==> config.mk <==
export PLATFORM = sky130hd
export DESIGN_NAME = cpu_sequencer
export DESIGN_NICKNAME = d
export VERILOG_FILES = /design/src/rtl/cpu_sequencer.sv
export SDC_FILE = /design/constraint.sdc
export NUM_CORES = 1
export LEC_CHECK = 0
export CAP_MARGIN = 10
export CORE_ASPECT_RATIO = 2
export CORE_UTILIZATION = 44
export CTS_CLUSTER_SIZE = 30
export DETAILED_ROUTE_END_ITERATION = 7
export PLACE_DENSITY = 0.8
export SLEW_MARGIN = 20
export SYNTH_ARGS = -nofsm -noshare
export SYNTH_HDL_FRONTEND = slang
export SYNTH_SLANG_ARGS = --single-unit
export TNS_END_PERCENT = 1
==> constraint.sdc <==
create_clock -name clk -period 2.2 [get_ports clk]
set_input_delay 0.44 -clock clk [delete_from_list [all_inputs] [get_ports clk]]
set_output_delay 0.44 -clock clk [all_outputs]
set_load 0.02 [all_outputs]
==> src/rtl/cpu_sequencer.sv <==
// -----------------------------------------------------------------------------
// cpu_sequencer
//
// Multi-cycle control FSM for the 16-bit CPU datapath.  Fetches one
// instruction word per instruction over a req/ready handshake and holds it in
// the instruction register that feeds the external opcode decoder.  It then
// steps the ALU through single-cycle or multi-cycle (MUL) operations, gates
// register-file writeback, and owns the PC, the N/Z/C/V flag register and a
// saturating retired-instruction counter.
//
// Instruction timeline (zero-wait fetch, single-cycle op):
//   FETCH -> DECODE -> EXEC -> WB -> FETCH   (4 cycles per instruction)
// Each fetch wait cycle and each alu_done wait cycle adds one cycle.
//
// Handshake semantics (imem): imem_req is a Moore output that is high for
// every FETCH cycle.  imem_addr (= pc) is stable while imem_req is high.  A
// transfer happens on the rising edge where imem_req && imem_ready are both
// high; imem_rdata is captured on that edge.  imem_ready is ignored whenever
// imem_req is low.
//
// Ports:
//   clk             rising-edge clock
//   reset_n         asynchronous active-low reset
//   start           level; leaves IDLE when high
//   stop            sampled in WB; go to IDLE instead of FETCH (beats start)
//   imem_req        fetch request (high in FETCH)
//   imem_addr       fetch address, equal to pc
//   imem_ready      fetch data valid this cycle
//   imem_rdata      fetched instruction word
//   ir              instruction register, drives the decoder
//   dec_wben        decoder: op writes the register file
//   dec_setcc       decoder: op updates the condition flags
//   dec_multicycle  decoder: op completes on alu_done
//   alu_start       one-cycle pulse in the first EXEC cycle
//   alu_done        multi-cycle ALU completion
//   alu_flags       ALU N,Z,C,V result flags
//   rf_we           register-file write strobe (WB only, gated by dec_wben)
//   flags           architectural N,Z,C,V
//   pc              program counter
//   retired         retired-instruction count, saturates at 16'hFFFF
//   state           FSM state: IDLE=0 FETCH=1 DECODE=2 EXEC=3 WB=4 HALT=5
//   halted          high in HALT
// -----------------------------------------------------------------------------
module cpu_sequencer #(
    parameter int              PC_W     = 8,
    parameter logic [PC_W-1:0] RESET_PC = '0
) (
    input  logic            clk,
    input  logic            reset_n,
    input  logic            start,
    input  logic            stop,
    output logic            imem_req,
    output logic [PC_W-1:0] imem_addr,
    input  logic            imem_ready,
    input  logic [15:0]     imem_rdata,
    output logic [15:0]     ir,
    input  logic            dec_wben,
    input  logic            dec_setcc,
    input  logic            dec_multicycle,
    output logic            alu_start,
    input  logic            alu_done,
    input  logic [3:0]      alu_flags,
    output logic            rf_we,
    output logic [3:0]      flags,
    output logic [PC_W-1:0] pc,
    output logic [15:0]     retired,
    output logic [2:0]      state,
    output logic            halted
);

    typedef enum logic [2:0] {
        S_IDLE   = 3'd0,
        S_FETCH  = 3'd1,
        S_DECODE = 3'd2,
        S_EXEC   = 3'd3,
        S_WB     = 3'd4,
        S_HALT   = 3'd5
    } state_t;

    // The all-zero instruction word is the HALT opcode.
    localparam logic [15:0] HALT_WORD = 16'h0000;

    state_t            state_q;
    state_t            state_d;
    logic              exec_first_q;
    logic [15:0]       ir_q;
    logic [PC_W-1:0]   pc_q;
    logic [3:0]        flags_q;
    logic [15:0]       retired_q;

    logic              fetch_fire;
    logic              exec_done;
    logic              exec_fire;
    logic              wb_fire;

    // A single-cycle op completes in its first EXEC cycle regardless of
    // alu_done; a multi-cycle op completes on whichever EXEC cycle sees
    // alu_done, including the first one.
    assign exec_done  = !dec_multicycle || alu_done;

    assign fetch_fire = (state_q == S_FETCH) && imem_ready;
    assign exec_fire  = (state_q == S_EXEC) && exec_done;
    assign wb_fire    = (state_q == S_WB);

    // ------------------------------------------------------------------
    // Next-state logic
    // ------------------------------------------------------------------
    always_comb begin
        state_d = state_q;
        case (state_q)
            S_IDLE: begin
                if (start) begin
                    state_d = S_FETCH;
                end
            end
            S_FETCH: begin
                if (imem_ready) begin
                    state_d = S_DECODE;
                end
            end
            S_DECODE: begin
                if (ir_q == HALT_WORD) begin
                    state_d = S_HALT;
                end else begin
                    state_d = S_EXEC;
                end
            end
            S_EXEC: begin
                if (exec_done) begin
                    state_d = S_WB;
                end
            end
            S_WB: begin
                // stop wins over start: the core parks in IDLE and only a
                // later start (seen in IDLE) resumes fetching.
                if (stop) begin
                    state_d = S_IDLE;
                end else begin
                    state_d = S_FETCH;
                end
            end
            S_HALT: begin
                // Sticky; only reset_n leaves HALT.
                state_d = S_HALT;
            end
            default: begin
                state_d = S_IDLE;
            end
        endcase
    end

    // ------------------------------------------------------------------
    // State register and first-EXEC-cycle flag
    // ------------------------------------------------------------------
    always_ff @(posedge clk or negedge reset_n) begin
        if (!reset_n) begin
            state_q      <= S_IDLE;
            exec_first_q <= 1'b0;
        end else begin
            state_q      <= state_d;
            // Set only on the DECODE->EXEC transition so alu_start is a
            // single pulse even when EXEC lasts several cycles.
            exec_first_q <= (state_q == S_DECODE) && (state_d == S_EXEC);
        end
    end

    // ------------------------------------------------------------------
    // Instruction register and program counter: updated only on the
    // fetch handshake edge.  pc wraps modulo 2^PC_W.
    // ------------------------------------------------------------------
    always_ff @(posedge clk or negedge reset_n) begin
        if (!reset_n) begin
            ir_q <= 16'h0000;
            pc_q <= RESET_PC;
        end else if (fetch_fire) begin
            ir_q <= imem_rdata;
            pc_q <= pc_q + 1'b1;
        end
    end

    // ------------------------------------------------------------------
    // Condition flags: written only on the completing EXEC cycle of an op
    // that sets condition codes.
    // ------------------------------------------------------------------
    always_ff @(posedge clk or negedge reset_n) begin
        if (!reset_n) begin
            flags_q <= 4'b0000;
        end else if (exec_fire && dec_setcc) begin
            flags_q <= alu_flags;
        end
    end

    // ------------------------------------------------------------------
    // Retired-instruction counter: one count per WB cycle, saturating.
    // HALT never passes through WB, so it is not counted.
    // ------------------------------------------------------------------
    always_ff @(posedge clk or negedge reset_n) begin
        if (!reset_n) begin
            retired_q <= 16'h0000;
        end else if (wb_fire && (retired_q != 16'hFFFF)) begin
            retired_q <= retired_q + 16'd1;
        end
    end

    // ------------------------------------------------------------------
    // Outputs.  Strobes are decoded from the state register; rf_we is the
    // one place a decoder input reaches an output, gated by WB.
    // ------------------------------------------------------------------
    assign imem_req  = (state_q == S_FETCH);
    assign imem_addr = pc_q;
    assign alu_start = (state_q == S_EXEC) && exec_first_q;
    assign rf_we     = (state_q == S_WB) && dec_wben;
    assign halted    = (state_q == S_HALT);

    assign ir        = ir_q;
    assign pc        = pc_q;
    assign flags     = flags_q;
    assign retired   = retired_q;
    assign state     = state_q;

endmodule

== Word level (Yosys, flattened, before mapping) ==
Index checks and enable logic that the tools add are counted.

* Register bits after elaboration: 48
* Input bits: 29
* Bits in read-only memories: 0
* Latch bits: 0
* Memories kept: 0
* Bits in writable memories: 0
* Word-level logic and storage cells: 32
* Output and inout bits: 59

* Eq/ne operators: 7
* Bitwise operators: 0
* Reduce and logical (&&, ||, !) cells: 11
* Add/sub/neg operators: 2
* Divide/modulo/power cells: 0
* Shift-type cells: 0
* Order comparisons: 0
* Multipliers: 0
* Mux-type cells: 6

{| class="wikitable"
|+ Operators with widths
! cell !! number
|-
| 3-bit one-hot mux with 6 select lines || 1
|-
| 16-bit by 1-bit adder with 16-bit output, second input constant || 1
|-
| 16-bit zero test || 1
|-
| 16-bit inequality test, second input constant || 1
|-
| 3-bit 2-to-1 mux || 4
|-
| 3-bit by 2-bit == test with 1-bit output, second input constant || 3
|-
| 8-bit by 1-bit adder with 8-bit output, second input constant || 1
|-
| 1-bit logical AND || 7
|-
| 3-bit == test, second input constant || 2
|-
| 3-bit by 1-bit == test with 1-bit output, second input constant || 1
|-
| 3-bit zero test || 1
|-
| 1-bit zero test || 1
|-
| 1-bit logical OR || 1
|-
| 1-bit 2-to-1 mux || 1
|}

== Longest topological paths before layout ==
Gate-level depths: netlist of the first run.

* Depth in word-level cells: 6
* Depth in mapped cells: 6
* Mapped depth without buffers: 5

== Worst setup path after synthesis of the first run ==
OpenSTA, ideal clock, no wires.

* Path type: register to register
* Start point: register retired_q[0], in the netlist retired[0]
* End point: register retired_q[1], in the netlist retired[1]
* Buffers on the path: 0
* Slack: 0.457 ns
* Clock period less this slack: 1.743 ns
* Stages on the path, launching flop included: 6
* Library setup time: 0.128 ns
* Arrival: 1.615 ns
* Cell sequence: dfrtp_1 > ha_1 > nand2_1 > nor4_4 > a21oi_2 > mux2_1

* Cells in the longest elaborated chain, start to end: 2

{| class="wikitable"
|+ RTL lines
! element !! line !! RTL
|-
| from (decl) || 89 || <nowiki>logic [15:0] retired_q;</nowiki>
|-
| from (signal assigned) || 201 || <nowiki>retired_q <= retired_q + 16'd1;</nowiki>
|-
| branches (longest 2 deep; another with 16-bit by 1-bit adder with 16-bit output) || -- ||
|}

Parallel ways; which one is timed is not known.
A chain may end at the register's enable or synchronous reset.

== Final worst setup path of the first run ==
* Start point: register state_q[2], in the netlist state[2]
* End point: output port alu_start

* Cells in the longest elaborated chain, start to end: 2

{| class="wikitable"
|+ RTL lines
! element !! line !! RTL
|-
| from (decl) || 83 || <nowiki>state_t state_q;</nowiki>
|-
| from (signal assigned) || 160 || <nowiki>state_q <= state_d;</nowiki>
|-
| 3-bit by 2-bit == test with 1-bit output || 211 || <nowiki>assign alu_start = (state_q == S_EXEC) && exec_first_q;</nowiki>
|-
| 1-bit logical AND || 211 ||
|-
| to (decl) || 60 || <nowiki>output logic alu_start,</nowiki>
|}

Every way passes these cells.

==> impl_metrics.csv, run 1 <==
group,metric,value,unit
timing,worst_slew_margin_rel,70.42,%
logic_synthesis,ys_seq_area_share,52.72,%
layout,multiInputGateArea,964.7,µm²
clock_tree,ctsHoldBuffers,0,
pwr,p_per_area,1204,nW/µm²
setup_path,required,1.76,ns
logic_synthesis,netlist_instances,189,
clock_tree,cts_setup_buffers,0,
outcome,status,"finished, final reports clean",
logic_synthesis,netlist_area,2278,µm²
grt,met3_usage,6.167,%
logic_synthesis,async_flop_share,100.0,%
timing,fin_skew,0.006349,ns
setup_path,critPathTopFamily,"flip-flops",
pwr,power.internal,2.452,mW
timing,hold_violations,0,
setup_path,r2r_end,"retired[14]",
logic_synthesis,syn_avg_cell_area,12.06,µm²
layout,final_common_cell,"clkdlybuf4s50_1",
floorplan,die_x,52.89,µm
clock_tree,cts_sinks,48,
setup_path,start_kind,"flop",
layout,ff_latch_area,1204,µm²
clock_tree,cts_tree,"built",
setup_path,worst-path-max-fanout,11,
detailed_routing,vias_per_cell,5.373,
timing,fin_hold_ws,0.1085,ns
timing,tns,0,ns
grt,grt_pass1_wl,8576,µm
layout,antenna_cells,0,
logic_synthesis,ys_ff_latch,48,
placed_design,post-place-ws,0.1653,ns
layout,fin_util,66.69,%
pwr,p_switching,1.492,mW
placed_design,dp.cells,324,
detailed_routing,wl,5134,µm
floorplan,dieArea,5488,µm²
setup_path,crit_cells,3,
timing,setup_violations,0,
timing,maxSlewViolCount,0,
grt,grt_remaining_overflow,0,
floorplan,ios,88,
clock_tree,cts-root-buf,"clkbuf_8",
grt,grt_max_degree,49,
worst_hold_path,hold_class,"in2async",
clock_tree,clkTransAtPathRegs,0.08,ns
timing,max_freq,0.5148,GHz
timing,setup_slack,0.2575,ns
logic_synthesis,synth_flop_cell,"dfrtp_1",
timing,rsz0062_at_grt,"no",
logic_synthesis,synth_nets,220,
detailed_routing,vias,1784,
pwr,seqPwrFrac,37.8,%
setup_path,slowest_delay,0.48,ns
timing,fin_crit,1.943,ns
pwr,comb_power_share,48.5,%
setup_path,cp_slowest_cell,"dfrtp_2",
placed_design,portBuffers,87,
setup_path,critical_path.startpoint,"state[2]",
detailed_routing,drc,0,
setup_path,critical_path_class,"reg2out",
pwr,clockPowerShare,13.7,%
layout,num-fill-cells,404,
clock_tree,clk_path_buf_depth,2,
flow_run,maxCapViolCount,0,
logic_synthesis,synth-edff-count,0,
detailed_routing,post_drt_wl_per_cell,15.46,µm
setup_path,cp_cell_sequence,"nor2b_1 > and3_1 > dlygate4sd2_1",
floorplan,rows,36,
clock_tree,numCtsBuffers,5,
timing,finalCritPeriodShare,88.30,%
clock_tree,htreeDepth,2,
layout,nNetsFinal,305,
pwr,p_leak,1.405,nW
layout,stdcell_count,332,
setup_path,reg2reg_from,"state[1]",
grt,grt_usage,21.01,%
grt,busiest_layer,"met2",
layout,area_growth,43.71,%
logic_synthesis,yosysWarningCount,0,
detailed_routing,drt-initial-drc-count,19,
layout,drive_gt1_share,17.82,%
detailed_routing,drt-pass1-iter-count,4,
grt,use_met2,36.71,%
setup_path,path_buf_inv,1,
clock_tree,insertion_delay,0.30,ns
setup_path,reg2reg_setup_slack,0.40,ns
setup_path,ff2ff_path_depth,5,
setup_path,crit_arrival,1.50,ns
placed_design,dpl.hpwl,3898,µm
layout,final_cell_mix,"clkdlybuf4s50_1, dfrtp_1, mux2_2",
pwr,vdd_drop_max,1.184,mV
grt,antenna_found_initial,0,
detailed_routing,drtAntennaViolNets,0,
placed_design,gp_congestion,0.7869,
setup_path,crit_path_end_kind,"output pin",
floorplan,die_height,103.8,µm
grt,grt.met1_usage,22.57,%
setup_path,crit_path_end,"alu_start",
pwr,sw_frac_of_total,37.82,%
timing,worst_pin_slew,0.4404,ns
floorplan,core,4910,µm²
floorplan,start_util,46.41,%
logic_synthesis,synth_cell_types,46,
grt,first_global_vias,1870,
-- layer usage --
metal | up-vias | wire [µm]
met2 | 62 | 2915
met4 | 0 | 108
li1 | 846 | -
met3 | 7 | 313
met5 | - | 0
met1 | 869 | 1796
-- registers in the layout, summed over array words and instances (netlist names) --
signal and cells:
exec_first_q 1, state 3, imem_addr 8, retired 16, ir 16, flags 4
-- area by class of cell --
class | count | share of cell area [%]
well taps | 57 | 2.178
inverters | 3 | 0.3439
clock inverters | 2 | 0.3057
multi-input cells | 124 | 29.46
clock buffers | 6 | 2.522
repair buffers | 92 | 28.43
flip-flops and latches | 48 | 36.76
-- synth_stat cells, types with 3 or more instances --
| cell type | count | area share (%) |
|---|---|---|
| nor3_1 | 3 | 0.66 |
| inv_1 | 3 | 0.49 |
| dfrtp_1 | 48 | 53 |
| and3_1 | 4 | 1.1 |
| nand2_1 | 11 | 1.8 |
| xnor2_1 | 6 | 2.3 |
| xor2_1 | 7 | 2.7 |
| nor4_1 | 5 | 1.4 |
| and2_1 | 4 | 1.1 |
| a31oi_1 | 4 | 1.1 |
| a21oi_1 | 8 | 1.8 |
| nor2_1 | 3 | 0.49 |
| buf_4 | 10 | 3.3 |
| nand4_1 | 6 | 1.6 |
| mux2_2 | 21 | 10 |
| nand3_1 | 7 | 1.5 |
| mux2_1 | 4 | 2.0 |
-- kinds of logic after synthesis --
family                     after synthesis  synth area share, %
muxes                                   26                12.80
AOI/OAI and AO/OA                       23                6.755
buffers and inverters                   17                4.942
and+or+nand+nor                         60                16.69
DFF                                     48                52.72
adders and majority gates                2                1.098
xor gates and xnor gates                13                4.997
-- power groups by stage --
| stage | registers, mW | clock network [mW] | logic, mW |
|---|---|---|---|
| 2_1_floorplan | 1.81 | 0 | 0.715 |
| 3_3_place_gp | 1.50 | 0 | 1.90 |
| 3_5_place_dp | 1.51 | 0 | 1.93 |
| 4_1_cts | 1.50 | 0.561 | 1.94 |
| 5_1_grt | 1.54 | 0.583 | 2.03 |
| 6_report | 1.49 | 0.541 | 1.91 |
-- timing repair --
item,CTS,global route
hold endpoints to repair,0,0
cloned,0,0
gates resized for setup,4,2
endpoints found under the setup margin,4,2
-- how the worst min path moves through the flow --
| stage | from | endpoint | slack, ns |
|---|---|---|---|
| after global routing | reset_n | flags[1] | 0.12 |
| final | reset_n | flags[1] | 0.11 |
| after CTS | reset_n | flags[1] | 0.11 |
| after detailed placement | reset_n | flags[1] | 0.45 |
| after floorplan | reset_n | exec_first_q | 0.14 |
| after global placement | reset_n | flags[1] | 0.44 |
-- through the flow --
stage / power [mW] / cell area (µm²)
after CTS: 3.998 / 3269
final: 3.944 / 3274
after global routing: 4.153 / 3274
after floorplan: 2.522 / 2278
after global placement: 3.400 / 3177
after detailed placement: 3.441 / 3177
-- worst register-to-register path, cell delays in order (launching register included) --
cell     delay, ns
dfrtp_1       0.41
buf_4         0.17
or3b_4        0.44
nor2_2        0.21
nand4_1       0.13
mux2_1        0.33
(Power assumes the default switching activity.)
==> inputs of run 2 (changes only) <==
CORE_ASPECT_RATIO = 1.2   (was 2)
TNS_END_PERCENT = 30   (was 1)
==> run 2 against run 1 <==
Fmax fell by 6.8%. Global-route usage decreased by 1.2 points. Clock skew grew 0.0046 ns. Clock-buffer cell count unchanged. First-iteration DRC count grew to 3.0 times the previous value. Register-to-register slack about the same. Final area increased by 0.65%. Flip-flop and latch count did not move. Sequential share of layout area shrank 0.24 points. Final cell count rose by 1.5%. Utilization barely moved. Largest power group unchanged.
==> impl_metrics.csv, run 2 (synthesis results as in run 1) <==
group,metric,value,unit
outcome,status,"finished, final reports clean",
layout,fin_util,66.72,%
placed_design,dpl.hpwl,3737,µm
setup_path,worst-path-max-fanout,11,
clock_tree,clkTransAtPathRegs,0.09,ns
layout,final_cell_mix,"clkdlybuf4s50_1, dfrtp_1, mux2_2",
clock_tree,insertion_delay,0.30,ns
detailed_routing,drt-initial-drc-count,57,
setup_path,reg2reg_from,"state[1]",
setup_path,required,1.76,ns
flow_run,maxCapViolCount,0,
setup_path,cp_cell_sequence,"nor3_1 > clkdlybuf4s50_1",
clock_tree,cts_sinks,48,
pwr,vdd_drop_max,0.9175,mV
layout,antenna_cells,0,
detailed_routing,vias,1781,
floorplan,die_height,80.83,µm
clock_tree,clk_path_buf_depth,2,
timing,fin_crit,2.085,ns
grt,antenna_found_initial,0,
grt,grt_remaining_overflow,0,
pwr,clockPowerShare,15.4,%
pwr,sw_frac_of_total,36.82,%
timing,maxSlewViolCount,0,
pwr,power,4.026,mW
clock_tree,ctsHoldBuffers,0,
setup_path,slowest_delay,0.64,ns
pwr,comb_power_share,47.6,%
floorplan,ios,88,
pwr,power.internal,2.543,mW
layout,final_common_cell,"clkdlybuf4s50_1",
pwr,p_per_area,1221,nW/µm²
timing,max_freq,0.4796,GHz
clock_tree,htreeDepth,2,
timing,hold_violations,0,
timing,fin_skew,0.01092,ns
grt,grt_pass1_wl,8079,µm
placed_design,gp_congestion,0.7681,
timing,setup_violations,0,
placed_design,dp.cells,328,
grt,grt_usage,19.85,%
floorplan,core,4940,µm²
detailed_routing,vias_per_cell,5.285,
pwr,seqPwrFrac,37.0,%
timing,tns,0,ns
layout,nNetsFinal,307,
pwr,p_leak,1.403,nW
layout,num-fill-cells,404,
clock_tree,numCtsBuffers,5,
timing,worst_slew_margin_rel,54.02,%
setup_path,cp_slowest_cell,"clkdlybuf4s50_1",
clock_tree,cts_tree,"built",
floorplan,start_util,46.12,%
timing,rsz0062_at_grt,"no",
setup_path,critical_path_class,"reg2out",
detailed_routing,post_drt_wl_per_cell,14.91,µm
setup_path,r2r_end,"retired[14]",
pwr,p_switching,1.482,mW
floorplan,rows,28,
detailed_routing,drc,0,
setup_path,ff2ff_path_depth,5,
setup_path,crit_path_end_kind,"output pin",
detailed_routing,wl,5024,µm
timing,worst_pin_slew,0.6897,ns
timing,finalCritPeriodShare,94.77,%
layout,area_growth,44.65,%
floorplan,die_x,67.69,µm
floorplan,dieArea,5471,µm²
setup_path,reg2reg_setup_slack,0.39,ns
setup_path,crit_arrival,1.64,ns
placed_design,portBuffers,87,
clock_tree,cts-root-buf,"clkbuf_8",
grt,grt_max_degree,32,
detailed_routing,drt-pass1-iter-count,4,
timing,fin_hold_ws,0.1809,ns
worst_hold_path,hold_class,"in2async",
layout,drive_gt1_share,18.41,%
layout,stdcell_count,337,
grt,first_global_vias,1797,
detailed_routing,drtAntennaViolNets,0,
setup_path,start_kind,"flop",
run 2: layout make-up:
type                       count  area [µm²]  area share (%)
clock buffer                   6       72.57           2.202
clock inverter                 2       35.03           1.063
inverter                       3       11.26          0.3417
multi-input combinational    124       967.2           29.35
sequential                    48        1204           36.52
tap                           60       75.07           2.278
timing repair buffer          94       930.9           28.25
run 2: worst max-delay path by stage:
stage | start | end | slack (ns) | depth (start not counted)
final | state[2] | imem_req | 0.12 | 2
after global placement | dec_wben | rf_we | 0.17 | 3
after global routing | state[0] | imem_req | 0.02 | 3
after floorplan | retired[0] | retired[1] | 0.46 | 5
after detailed placement | dec_wben | rf_we | 0.17 | 3
after CTS | state[1] | alu_start | 0.03 | 3
run 2: power by group through the flow:
stage	registers, mW	clock network, mW	logic, mW
after global routing	1.55	0.681	2.04
after floorplan	1.81	0	0.715
final	1.49	0.619	1.92
after detailed placement	1.51	0	1.90
after CTS	1.50	0.641	1.91
after global placement	1.50	0	1.88
run 2: timing repair:
| action | 4_1_cts | 5_1_grt |
|---|---|---|
| pin swaps | 0 | 0 |
| resized for setup | 5 | 1 |
| cloned | 0 | 0 |
| setup endpoints to repair | 3 | 1 |
| setup buffers | 0 | 1 |
run 2: stage by stage:
stage                     setup slack, ns  instance area [µm²]
after floorplan                    0.4571                 2278
after global placement             0.1725                 3176
after detailed placement           0.1681                 3176
after CTS                         0.02785                 3286
after global routing              0.02311                 3296
final                              0.1151                 3296
run 2: worst max-delay path: cells and delay by family, from the launching register on:
kind                   cells  cell delay [ns]
buffers and inverters      1             0.64
DFF                        1             0.48
and+or+nand+nor            1             0.24
run 2: per-layer routing:
layer | up-vias | wire length [µm] | global-route usage, %
li1 | 839 | - | -
met1 | 867 | 2031 | 22.83
met2 | 70 | 2471 | 32.57
met3 | 5 | 465 | 8.427
met4 | 0 | 57 | 6.809
met5 | - | 0 | 0
==> inputs of run 3 (changes only) <==
CAP_MARGIN = unset   (was 10)
SKIP_LAST_GASP = 1   (was unset)
==> run 3 against run 2 <==
Wire length shrank 0.76%. Utilization shrank 0.13 points. First-iteration DRC count is the same. Clock power is essentially flat. Sequential power is essentially flat. Largest power group unchanged. Highest routed layer unchanged.
==> impl_metrics.csv, run 3 (synthesis results as in run 1) <==
group,metric,value,unit
worst_hold_path,hold_class,"in2async",
pwr,p_leak,1.392,nW
clock_tree,insertion_delay,0.30,ns
timing,rsz0062_at_grt,"yes",
timing,fin_skew,0.01083,ns
setup_path,critical_path_class,"reg2out",
floorplan,die_height,80.83,µm
clock_tree,numCtsBuffers,5,
layout,antenna_cells,0,
grt,first_global_vias,1801,
layout,final_area,3289,µm²
setup_path,r2r_end,"retired[1]",
layout,final_cell_mix,"clkdlybuf4s50_1, dfrtp_1, mux2_2",
detailed_routing,drt-pass1-iter-count,4,
grt,antenna_found_initial,0,
detailed_routing,drc,0,
pwr,p_per_area,1220,nW/µm²
floorplan,dieArea,5471,µm²
setup_path,required,1.76,ns
clock_tree,cts_tree,"built",
grt,grt_pass1_wl,8093,µm
clock_tree,cts_sinks,48,
setup_path,ff2ff_path_depth,5,
pwr,power,4.014,mW
clock_tree,clk_path_buf_depth,2,
placed_design,portBuffers,87,
flow_run,maxCapViolCount,0,
detailed_routing,post_drt_wl_per_cell,14.84,µm
setup_path,worst-path-max-fanout,10,
pwr,vdd_drop_max,0.9175,mV
grt,grt_usage,19.88,%
grt,grt_max_degree,32,
outcome,status,"finished, final reports clean",
layout,nNetsFinal,306,
detailed_routing,drt-initial-drc-count,57,
timing,worst_pin_slew,0.6885,ns
detailed_routing,vias,1770,
detailed_routing,wl,4986,µm
floorplan,core,4940,µm²
clock_tree,ctsHoldBuffers,0,
timing,fin_crit,2.157,ns
setup_path,reg2reg_setup_slack,0.39,ns
clock_tree,cts-root-buf,"clkbuf_8",
placed_design,gp_congestion,0.7681,
floorplan,ios,88,
floorplan,start_util,46.12,%
setup_path,start_kind,"flop",
detailed_routing,vias_per_cell,5.268,
clock_tree,htreeDepth,2,
timing,max_freq,0.4637,GHz
timing,hold_violations,0,
placed_design,dpl.hpwl,3737,µm
setup_path,crit_path_end_kind,"output pin",
detailed_routing,drtAntennaViolNets,0,
grt,grt_remaining_overflow,0,
placed_design,placed_cell_area,3176,µm²
timing,worst_slew_margin_rel,54.10,%
timing,finalCritPeriodShare,98.04,%
clock_tree,clkTransAtPathRegs,0.09,ns
floorplan,die_x,67.69,µm
timing,setup_violations,0,
floorplan,rows,28,
layout,final_common_cell,"clkdlybuf4s50_1",
setup_path,reg2reg_from,"retired[0]",
layout,area_growth,44.37,%
layout,drive_gt1_share,18.12,%
setup_path,crit_arrival,1.72,ns
timing,maxSlewViolCount,0,
run 3: worst max-delay path by stage:
stage	from	endpoint	slack, ns	depth (start not counted)
after global placement	dec_wben	rf_we	0.17	3
after CTS	state[0]	halted	-0.01	3
final	state[1]	alu_start	0.04	3
after floorplan	retired[0]	retired[1]	0.46	5
after detailed placement	dec_wben	rf_we	0.17	3
after global routing	state[1]	alu_start	-0.05	3
run 3: critical path, cell delays in order, from the launching register on:
cell and delay (ns):
dfrtp_2 0.47, nor2b_2 0.21, and3_1 0.16, clkdlybuf4s50_1 0.59
run 3: timing repair:
item,4_1_cts,5_1_grt
setup endpoints to repair,3,2
resized for setup,3,2
setup buffers,0,0
run 3: through the flow:
stage | instances | TNS, ns | worst slack (ns) | hold WS (ns) | util [%]
after detailed placement | 328 | 0 | 0.1681 | 0.4893 | 64.29
after CTS | 336 | -0.02709 | -0.01441 | 0.1896 | 66.49
after global routing | 336 | -0.05132 | -0.05132 | 0.2110 | 66.59
final | 336 | 0 | 0.04321 | 0.1804 | 66.59
after floorplan | 189 | 0 | 0.4571 | 0.1444 | -
after global placement | 328 | 0 | 0.1725 | 0.4828 | 64.29
run 3: power by group:
group | switching (mW) | internal [mW]
Sequential | 0.311 | 1.19
Clock | 0.281 | 0.337
Combinational | 0.886 | 1.01
run 3: layer usage:
metal | wire [µm] | share of wire [%] | vias to the layer above | track usage (%)
met5 | 0 | 0 | - | 0
li1 | - | - | 837 | -
met2 | 2445 | 49 | 66 | 32.57
met3 | 459 | 9.2 | 5 | 8.427
met1 | 2024 | 41 | 862 | 22.92
met4 | 57 | 1.1 | 0 | 6.809
run 3: layout make-up:
cell class / count / area [µm²]
inverter: 3 / 11.26
multi-input combinational: 124 / 967.2
fill: 404 / 1650
clock buffer: 6 / 72.57
timing repair buffer: 93 / 924.6
sequential: 48 / 1204
tap: 60 / 75.07
clock inverter: 2 / 35.03
==> RTL change, RTL diff (config.mk and constraints of run 2) <==
Reset style: synchronous (`reset_n`), changed in 4 clocked blocks. Comments in the files are not updated.
--- a/src/rtl/cpu_sequencer.sv
+++ b/src/rtl/cpu_sequencer.sv
@@ -152,7 +152,7 @@
     // ------------------------------------------------------------------
     // State register and first-EXEC-cycle flag
     // ------------------------------------------------------------------
-    always_ff @(posedge clk or negedge reset_n) begin
+    always_ff @(posedge clk) begin
         if (!reset_n) begin
             state_q      <= S_IDLE;
             exec_first_q <= 1'b0;
@@ -168,7 +168,7 @@
     // Instruction register and program counter: updated only on the
     // fetch handshake edge.  pc wraps modulo 2^PC_W.
     // ------------------------------------------------------------------
-    always_ff @(posedge clk or negedge reset_n) begin
+    always_ff @(posedge clk) begin
         if (!reset_n) begin
             ir_q <= 16'h0000;
             pc_q <= RESET_PC;
@@ -182,7 +182,7 @@
     // Condition flags: written only on the completing EXEC cycle of an op
     // that sets condition codes.
     // ------------------------------------------------------------------
-    always_ff @(posedge clk or negedge reset_n) begin
+    always_ff @(posedge clk) begin
         if (!reset_n) begin
             flags_q <= 4'b0000;
         end else if (exec_fire && dec_setcc) begin
@@ -194,7 +194,7 @@
     // Retired-instruction counter: one count per WB cycle, saturating.
     // HALT never passes through WB, so it is not counted.
     // ------------------------------------------------------------------
-    always_ff @(posedge clk or negedge reset_n) begin
+    always_ff @(posedge clk) begin
         if (!reset_n) begin
             retired_q <= 16'h0000;
         end else if (wb_fire && (retired_q != 16'hFFFF)) begin
Function: differs if reset_n is asserted again (counterexample within 4 cycles, from zero or initial values and one cycle with reset_n low); with reset_n held inactive, the same outputs for 10 cycles.
==> RTL change against run 2 <==
Worst hold slack improved by 290 ps. Cell area decreased by 3.0%. Wire length increased by 9.0%. Sequential cell count unchanged. Setup slack got worse by 29 ps. Area after synthesis decreased by 4.5%. Count of clock-buffer cells in the layout increased by 1. Critical path type unchanged. Largest cell class is now multi-input gates.
Power is not compared: it rests on default switching activity, and its combinational part moved more than twofold at a synthesized area within 25%.
==> RTL change: results (changes against run 2) <==
| Quantity | This run | Change |
| --- | --- | --- |
| Outcome | complete, no violations | unchanged |
| Post-synthesis mux area share | 2.30% | was 12.8% |
| Most instantiated flip-flop cell in the synthesis netlist | sky130_fd_sc_hd__dfxtp_1 | was sky130_fd_sc_hd__dfrtp_1 |
| Wire per inst | 13.6 µm | was 14.9 µm |
| Count of placed standard cells in the final layout, fillers left out | 402 | was 337 |
| Overall die area | 5230 µm² | was 5470 µm² |
| Inverters | 6 | was 3 |
| Cell area after placement | 3070 µm² | was 3180 µm² |
| Met3 GRT Util | 5.32% | was 8.43% |
| Number of cells in the design after placement | 394 | was 328 |
| Post-placement worst setup slack | 132 ps | was 168 ps |
| Largest cells by area after synthesis | sky130_fd_sc_hd__dfxtp_1, sky130_fd_sc_hd__a21oi_1, sky130_fd_sc_hd__nand2_1, sky130_fd_sc_hd__buf_4, sky130_fd_sc_hd__or4_1 | was sky130_fd_sc_hd__dfrtp_1, sky130_fd_sc_hd__mux2_2, sky130_fd_sc_hd__buf_4, sky130_fd_sc_hd__xor2_1, sky130_fd_sc_hd__xnor2_1 |
| Vias in the first global route | 2,074 | was 1,797 |
| Number of nets in the layout | 374 | was 307 |
| Metal1 wirelength | 2.30 mm | was 2.03 mm |
| Number of ordinary and repair buffers in the finished layout | 96 | was 94 |
| Maximum clock skew at final layout | 5.66 ps | was 10.9 ps |
| Multi-Input Combinational | 186 | was 124 |
| Fraction of final layout cells with drive strength greater than 1 | 6.69% | was 18.4% |
| Sequential cell area fraction in the yosys report | 44.2% | was 52.7% |
| Final weighted congestion in routability-driven placement | 0.893 | was 0.768 |
| Arrival time at the worst endpoint | 1670 ps | was 1640 ps |
| Worst rel slew slack | 57.3% | was 54.0% |
| Synth Area in XOR/XNOR | 2.42% | was 5.00% |
| Number of cells upsized or downsized after cts | 2 | was 5 |
-- RTL change: changes by cell type in the layout (fill, tap and decap cells not counted), moves of 4 or more --
cell                      change
sky130_fd_sc_hd__nand2_1     +33
sky130_fd_sc_hd__nor2_1      +10
sky130_fd_sc_hd__o31ai_1      +7
sky130_fd_sc_hd__mux2_2      -21
sky130_fd_sc_hd__mux2i_1      +4
sky130_fd_sc_hd__a21oi_1     +26
sky130_fd_sc_hd__or4_1        +8
sky130_fd_sc_hd__o21ai_0      +7
sky130_fd_sc_hd__mux2_1       -4
sky130_fd_sc_hd__dfrtp_1     -46
sky130_fd_sc_hd__dfxtp_1     +46
sky130_fd_sc_hd__or3_1        +6
sky130_fd_sc_hd__xor2_1       -4
-- RTL change: path summary, 6_finish.rpt --
path / cells after the start / slack, ps / end / start
max: 3 / 90 / rf_we / state[2]
min: 2 / 480 / ir[6] / ir[6]
max reg2reg: 4 / 100 / retired[11] / state[1]
min reg2reg: 2 / 480 / ir[6] / ir[6]
